File: src/rtl/skip_carry_adder.sv
// Carry-skip (carry-bypass) adder with a one-cycle registered output stage.
// Operands are split into fixed-size ripple blocks. A block whose bits all
// propagate forwards its incoming carry straight to the next block through a
// skip mux instead of waiting for the ripple chain.
module skip_carry_adder #(
  parameter int WIDTH      = 1,
  parameter int BLOCK_SIZE = 4
) (
  input  logic             clk_i,
  input  logic             rst_i,
  input  logic [WIDTH-1:0] a_i,
  input  logic [WIDTH-1:0] b_i,
  input  logic             cin_i,
  input  logic             valid_i,
  output logic [WIDTH-1:0] sum_o,
  output logic             cout_o,
  output logic             ovf_o,
  output logic             valid_o
);

  // Block size clamped into 1..WIDTH; the last block takes any remainder.
  localparam int BS   = (BLOCK_SIZE < 1)     ? 1     :
                        (BLOCK_SIZE > WIDTH) ? WIDTH : BLOCK_SIZE;
  localparam int NBLK = (WIDTH + BS - 1) / BS;

  // blk_c[k] is the carry entering block k; blk_c[NBLK] is the final carry-out.
  logic [NBLK:0]    blk_c;
  logic [WIDTH-1:0] sum_d;
  logic             c_into_msb;
  logic             cout_d;
  logic             ovf_d;

  assign blk_c[0] = cin_i;

  for (genvar k = 0; k < NBLK; k++) begin : g_blk
    localparam int LO = k * BS;
    localparam int HI = ((k + 1) * BS > WIDTH) ? WIDTH - 1 : (k + 1) * BS - 1;
    localparam int N  = HI - LO + 1;

    logic [N-1:0] p;
    logic [N-1:0] g;
    logic [N:0]   c;

    assign p    = a_i[HI:LO] ^ b_i[HI:LO];
    assign g    = a_i[HI:LO] & b_i[HI:LO];
    assign c[0] = blk_c[k];

    // Ripple chain inside the block.
    for (genvar j = 0; j < N; j++) begin : g_bit
      assign c[j+1] = g[j] | (p[j] & c[j]);
    end

    assign sum_d[HI:LO] = p ^ c[N-1:0];

    // Skip mux: a fully propagating block passes its carry-in straight through.
    assign blk_c[k+1] = (&p) ? blk_c[k] : c[N];

    // The carry entering the MSB comes from the ripple chain of the last block.
    if (k == NBLK - 1) begin : g_msb
      assign c_into_msb = c[N-1];
    end
  end

  assign cout_d = blk_c[NBLK];
  // Signed overflow: carry into the MSB disagrees with carry out of the MSB.
  assign ovf_d  = c_into_msb ^ cout_d;

  // Output register: capture on valid_i, hold otherwise; reset wins over valid.
  always_ff @(posedge clk_i) begin
    // NOTE: sequential state uses non-blocking assignments so every register
    // samples pre-edge values, independent of statement order.
    if (rst_i) begin
      sum_o   <= '0;
      cout_o  <= 1'b0;
      ovf_o   <= 1'b0;
      valid_o <= 1'b0;
    end else begin
      valid_o <= valid_i;
      // NOTE: the result registers have no else-branch on purpose; they hold
      // their value when valid_i is low, which is a clock-enable, not a latch.
      if (valid_i) begin
        sum_o  <= sum_d;
        cout_o <= cout_d;
        ovf_o  <= ovf_d;
      end
    end
  end

endmodule

File: config.mk
export PLATFORM = sky130hd
export DESIGN_NAME = skip_carry_adder
export DESIGN_NICKNAME = d
export VERILOG_FILES = /design/src/rtl/skip_carry_adder.sv
export SDC_FILE = /design/constraint.sdc
export NUM_CORES = 1
export LEC_CHECK = 0
export BUFFER_PORTS_ARGS = -buffer_cell sky130_fd_sc_hd__buf_2
export CAP_MARGIN = 20
export CORE_AREA = 2 2 39 41
export DETAILED_ROUTE_END_ITERATION = 10
export DIE_AREA = 0 0 41 43
export SLEW_MARGIN = 20
export SYNTH_ARGS = -nofsm -noshare
export SYNTH_HDL_FRONTEND = slang
export SYNTH_SLANG_ARGS = --single-unit
File: constraint.sdc
create_clock -name clk_i -period 1.95 [get_ports clk_i]
set_clock_uncertainty 0.05 [all_clocks]
set_input_delay 0.39 -clock clk_i [delete_from_list [all_inputs] [get_ports clk_i]]
set_output_delay 0.39 -clock clk_i [all_outputs]
set_load 0.05 [all_outputs]
* Word-level counts from Yosys, hierarchy flattened
Index checks and enable logic that the tools add are counted.
** Word-level totals
- Bits in registers :: 4
- Bits of input ports :: 6
- Word-level logic and storage cells :: 11
** Cells by class
- Muxes and demuxes :: 1
- Bitwise gates (word level) :: 6
** Operator list (number)
- $xor A1 B1 Y1 :: 3
- $and A1 B1 Y1 :: 2
- $mux W1 :: 1
- $or A1 B1 Y1 :: 1

* Logic depth before layout (Yosys ltp)
Gate-level depths: netlist of run 1.
- Depth after elaboration :: 5
- Gate-level depth with buffers :: 3
- Depth with buffers taken out :: 3

* Least setup slack after synthesis of run 1
No wires, ideal clock.
- Path type :: input-to-reg
- From :: input port a_i
- To :: register ovf_o
- Data arrival time :: 1.159 ns
- Required time :: 1.821 ns
- Path slack :: 0.661 ns
- Stages :: 3
- Path through :: fa_1 -> xnor2_1 -> a211oi_2
** On the way
- Longest elaborated chain between the ends :: 5
- Elaborated cells on any way between the ends :: 6
- Those cells by class :: mux: 1; bitwise: 5
** Ends and longest elaborated chain
- from (decl) :: RTL line 11 : input logic [WIDTH-1:0] a_i,
- $xor A1 B1 Y1 :: RTL line 44 : assign p = a_i[HI:LO] ^ b_i[HI:LO];
- $and A1 B1 Y1 :: RTL line 50 : assign c[j+1] = g[j] | (p[j] & c[j]);
- $or A1 B1 Y1 :: RTL line 50
- $mux W1 (*) :: RTL line 56 : assign blk_c[k+1] = (&p) ? blk_c[k] : c[N];
- $xor A1 B1 Y1 (*) :: RTL line 66 : assign ovf_d = c_into_msb ^ cout_d;
- to (signal assigned) :: RTL line 84 : ovf_o <= ovf_d;
- to (decl) :: RTL line 17 : output logic ovf_o,
Mark *: on every way between the ends. The rest lies on a longest branch, timed or not.
A chain may end at the register's enable or synchronous reset.

* Worst setup path in the final report of run 1
- From :: register sum_o
- To :: output port sum_o
** RTL lines
- from (decl) :: RTL line 15 : output logic [WIDTH-1:0] sum_o,
- from (signal assigned) :: RTL line 82 : sum_o <= sum_d;
No word-level cell between the ends.

==> results.json, run 1 <==
{
  "r2r_slack_ns": 1.29,
  "finalNonFillerCells": 41,
  "ys_seq_area_share_pct": 50.4,
  "p_per_area_mw_per_mm2": 987,
  "final_area_um2": 246,
  "yosysTopAreaCell": "dfxtp_1",
  "cts_buffer_depth": 2,
  "path_delay_family": "flip-flops",
  "syn_nets": 20,
  "wirelength_um": 338,
  "hold_path_end": "ovf_o",
  "synth_area_per_cell_um2": 12.2,
  "cts-root-buf": "clkbuf_4",
  "cp.buffers_inverters": 1,
  "fmax_mhz": 785,
  "holdBufCountCts": 0,
  "reg2reg_from": "ovf_o",
  "drtAntennaViolNets": 0,
  "fin_crit_sh_pct": 65.4,
  "cts_tree": "yes",
  "cp-end-kind": "primary output",
  "drv_cap": 0,
  "worstSkewPairLatency_ns": 0.23,
  "hold_slack_ns": 0.314,
  "tightest_slew_ns": 0.250,
  "path_clk_slew_ns": 0.04,
  "dr.first_iter.drc_count": 2,
  "cts-buffers-inserted": 3,
  "die_x_um": 41,
  "syn_inst": 13,
  "drive_gt1_share_pct": 52.0,
  "postPlaceCellArea_um2": 224,
  "dp_hpwl_um": 280,
  "cp_cell_sequence": "buf_2",
  "timing_hold_violations_final": 0,
  "ios": 10,
  "hold_depth": 2,
  "drc": 0,
  "h-tree-depth": 1,
  "placed_cells": 38,
  "synth_seq_cells": 4,
  "track_usage_pct": 5.34,
  "p_leak_nw": 0.118,
  "tns_ns": 0,
  "status": "complete, no violations",
  "report.final.slew_viol_count": 0,
  "die_area_mm2": 0.00176,
  "cts_setup_buffers": 0,
  "start_kind": "flop",
  "setup_ws_ns": 0.675,
  "ys_types": 7,
  "ir_drop_mv": 0.221,
  "setup_viol": 0,
  "hold_path.class": "input pin to flop",
  "syn_to_final_growth_pct": 55.1,
  "period_needed_ns": 1.27,
  "syn_area_um2": 159,
  "layout.nets": 34,
  "pre_cts_slack_ns": 0.507,
  "grt-ovfl-total": 0,
  "worstPathArrival_ns": 0.83,
  "diodes": 0,
  "post_cts_resized": 0,
  "fin_util_pct": 17.8,
  "grt_first_pass_wirelength_um": 524,
  "worstPathMaxFanout": 2,
  "vias_per_cell": 3.39,
  "yosysWarnings": 0,
  "wl_per_cell_um": 8.24,
  "rsz0062_at_grt": "no",
  "antenna_found_initial": 0,
  "grt_pass1_vias": 120,
  "vias": 139,
  "dr.pass1.iters": 2,
  "r2r_end": "ovf_o",
  "synth_top_area_share_pct": 50.4,
  "hp-start": "rst_i",
  "p_total_mw": 0.243,
  "critPathKind": "flop to primary output",
  "core_area_mm2": 0.00138,
  "initial_utilization_pct": 11.5,
  "grt_max_degree": 6,
  "place_congestion": 0.639,
  "die_h_um": 43,
  "maxSlewHeadroom_pct": 83.5,
  "io_buffers": 9,
  "r2r_cells": 2,
  "crit_path_max_incr_delay_ns": 0.33,
  "row_count": 14,
  "synthTopCellsByArea": "dfxtp_1, fa_1, mux2i_1",
  "crit_slowest_cell": "dfxtp_1",
  "cts.sinks": 4,
  "cp.required_ns": 1.51
}
-- registers in the layout (all words and copies together), names as in the netlist --
register	flops
cout_o	1
ovf_o	1
sum_o	1
valid_o	1
-- power by group --
part | internal [mW] | leakage [nW] | total, mW | switching (mW)
registers | 0.0886 | 0.0332 | 0.0915 | 0.00287
clock network | 0.0686 | 0.0138 | 0.100 | 0.0313
logic | 0.0165 | 0.0706 | 0.0519 | 0.0353
-- final cells by class --
| type | count | area, um2 |
|---|---|---|
| clock buffers | 3 | 22.5 |
| well taps | 16 | 20.0 |
| repair buffers | 9 | 45.0 |
| flip-flops and latches | 4 | 80.1 |
| multi-input cells | 9 | 78.8 |
| fillers | 157 | 1140 |
-- metal layers --
layer | track usage (%) | vias to the layer above | wire length, um
met5 | 0 | - | 0
met4 | 4.00 | 0 | 0
met3 | 6.28 | 0 | 70
met2 | 4.06 | 10 | 100
met1 | 7.14 | 62 | 167
li1 | - | 67 | -
-- synth_stat cells --
cell and number:
dfxtp_1 4, nor2_1 3, mux2i_1 2, a211oi_2 1, fa_1 1, nor2b_1 1
xnor2_1 1
-- placed cells by master (no fill, tap or decap), drive strengths merged --
master	netlist	layout
buf	0	9
dfxtp	4	4
nor2	3	3
clkbuf	0	3
mux2i	2	2
xnor2	1	1
a211oi	1	1
nor2b	1	1
fa	1	1
-- how the worst max path moves through the flow --
stage,from,end,slack (ns),cells past startpoint
2_1_floorplan,a_i,ovf_o,0.66,3
3_3_place_gp,a_i,ovf_o,0.49,4
3_5_place_dp,a_i,ovf_o,0.51,4
4_1_cts,sum_o,sum_o,0.66,1
5_1_grt,sum_o,sum_o,0.64,1
6_report,sum_o,sum_o,0.68,1
-- cell families after synthesis --
logic type,share of synthesized area (%)
AND/OR/NAND/NOR,11.0
flip-flops,50.4
multiplexers,12.6
AO/OA/AOI/OAI,7.87
XOR/XNOR,5.51
adder cells (fa/ha/maj),12.6
(Power assumes the default switching activity.)
==> run 2: changes to the inputs <==
- clock period: 1.95 -> 1.3 ns (I/O delays scaled with it)
==> run 2 against run 1 <==
  * Power is 52% higher
  * Worst setup slack worse by 0.51 ns
  * Flip-flop and latch count stayed put
  * Largest cell class unchanged
  * Sequential power is 50% higher
  * Critical path type unchanged
==> results.json, run 2 (synthesized netlist as in run 1, its figures left out) <==
{
  "path_clk_slew_ns": 0.04,
  "report.final.slew_viol_count": 0,
  "grt_first_pass_wirelength_um": 489,
  "dr.pass1.iters": 2,
  "cts_buffer_depth": 2,
  "cp_cell_sequence": "buf_2",
  "final_area_um2": 254,
  "h-tree-depth": 1,
  "cp-end-kind": "primary output",
  "layout.nets": 35,
  "holdBufCountCts": 0,
  "place_congestion": 0.608,
  "vias": 141,
  "core_area_mm2": 0.00138,
  "reg2reg_from": "ovf_o",
  "final_common_cell": "buf_2",
  "grt_max_degree": 6,
  "fin_crit_sh_pct": 87.0,
  "cts_tree": "yes",
  "worstPathMaxFanout": 2,
  "cp.buffers_inverters": 1,
  "layout_common_cells": "buf_2, dfxtp_1, nor2_1, clkbuf_4, mux2i_1",
  "cts-root-buf": "clkbuf_4",
  "r2r_cells": 2,
  "crit_slowest_cell": "dfxtp_1",
  "rsz0062_at_grt": "no",
  "row_count": 14,
  "track_usage_pct": 4.93,
  "p_leak_nw": 0.122,
  "die_area_mm2": 0.00176,
  "wirelength_um": 335,
  "placed_cells": 39,
  "status": "complete, no violations",
  "cts_setup_buffers": 0,
  "antenna_found_initial": 0,
  "grt_pass1_vias": 118,
  "grt-ovfl-total": 0,
  "hold_depth": 2,
  "hp-start": "rst_i",
  "critPathKind": "flop to primary output",
  "drtAntennaViolNets": 0,
  "drive_gt1_share_pct": 53.8,
  "finalNonFillerCells": 42,
  "fmax_mhz": 885,
  "crit_path_max_incr_delay_ns": 0.32,
  "path_delay_family": "flip-flops",
  "die_x_um": 41,
  "timing_hold_violations_final": 0,
  "setup_viol": 0,
  "p_per_area_mw_per_mm2": 1460,
  "die_h_um": 43,
  "diodes": 0,
  "worstSkewPairLatency_ns": 0.23,
  "hold_path_end": "ovf_o",
  "syn_to_final_growth_pct": 59.8,
  "vias_per_cell": 3.36,
  "drc": 0,
  "period_needed_ns": 1.13,
  "postPlaceCellArea_um2": 231,
  "wl_per_cell_um": 7.98,
  "hold_path.class": "input pin to flop",
  "start_kind": "flop",
  "cp.required_ns": 0.99,
  "worstPathArrival_ns": 0.82,
  "initial_utilization_pct": 11.5,
  "io_buffers": 9,
  "dr.first_iter.drc_count": 2,
  "drv_cap": 0,
  "cts.sinks": 4,
  "ios": 10,
  "maxSlewHeadroom_pct": 83.3,
  "ir_drop_mv": 0.273,
  "cts-buffers-inserted": 3,
  "tightest_slew_ns": 0.253,
  "post_cts_resized": 0,
  "r2r_end": "ovf_o",
  "r2r_slack_ns": 0.62
}
==> run 2: changes by cell type in the layout (fill, tap and decap cells not counted) <==
cell   previous run  this run
buf_4             0         1
==> run 2: final cells by class <==
type | count | area (um2)
clock buffers | 3 | 22.5
fillers | 158 | 1130
flip-flops and latches | 4 | 80.1
well taps | 16 | 20.0
repair buffers | 10 | 52.6
multi-input cells | 9 | 78.8
==> run 2: power breakdown <==
part | switching, mW | internal (mW) | total, mW
sequential | 0.00378 | 0.133 | 0.137
clock | 0.0467 | 0.103 | 0.150
combinational | 0.0549 | 0.0284 | 0.0833
==> run 2: worst max-delay path by stage <==
stage,from,to,slack (ns),cells after the start
after floorplan,a_i,ovf_o,0.14,3
after global placement,a_i,ovf_o,-0.01,4
after detailed placement,a_i,ovf_o,-0.03,4
after CTS,ovf_o,ovf_o,0.16,1
after global routing,ovf_o,ovf_o,0.14,1
final,ovf_o,ovf_o,0.17,1
==> run 2: worst reg2reg max path, stage by stage, from the launching register on <==
cell and delay [ns]:
dfxtp_1 0.32, nor2_1 0.06, a211oi_2 0.18
==> run 2: routing by layer <==
metal / up-vias / GRT usage, % / share of wire, %
met5: - / 0 / 0
met4: 0 / 4.00 / 0
met3: 0 / 6.28 / 27
met2: 12 / 3.44 / 26
met1: 59 / 6.49 / 47
li1: 70 / - / -
==> run 2: metrics by stage <==
stage / hold WS (ns) / setup WS, ns / utilization (%) / TNS [ns] / power, mW
4_1_cts: 0.177 / 0.158 / 18.4 / 0 / 0.379
5_1_grt: 0.195 / 0.136 / 18.4 / 0 / 0.391
3_3_place_gp: 0.428 / -0.00997 / 16.7 / -0.0130 / 0.221
6_report: 0.182 / 0.170 / 18.4 / 0 / 0.370
2_1_floorplan: 0.275 / 0.141 / - / 0 / 0.192
3_5_place_dp: 0.426 / -0.0295 / 16.7 / -0.0462 / 0.222
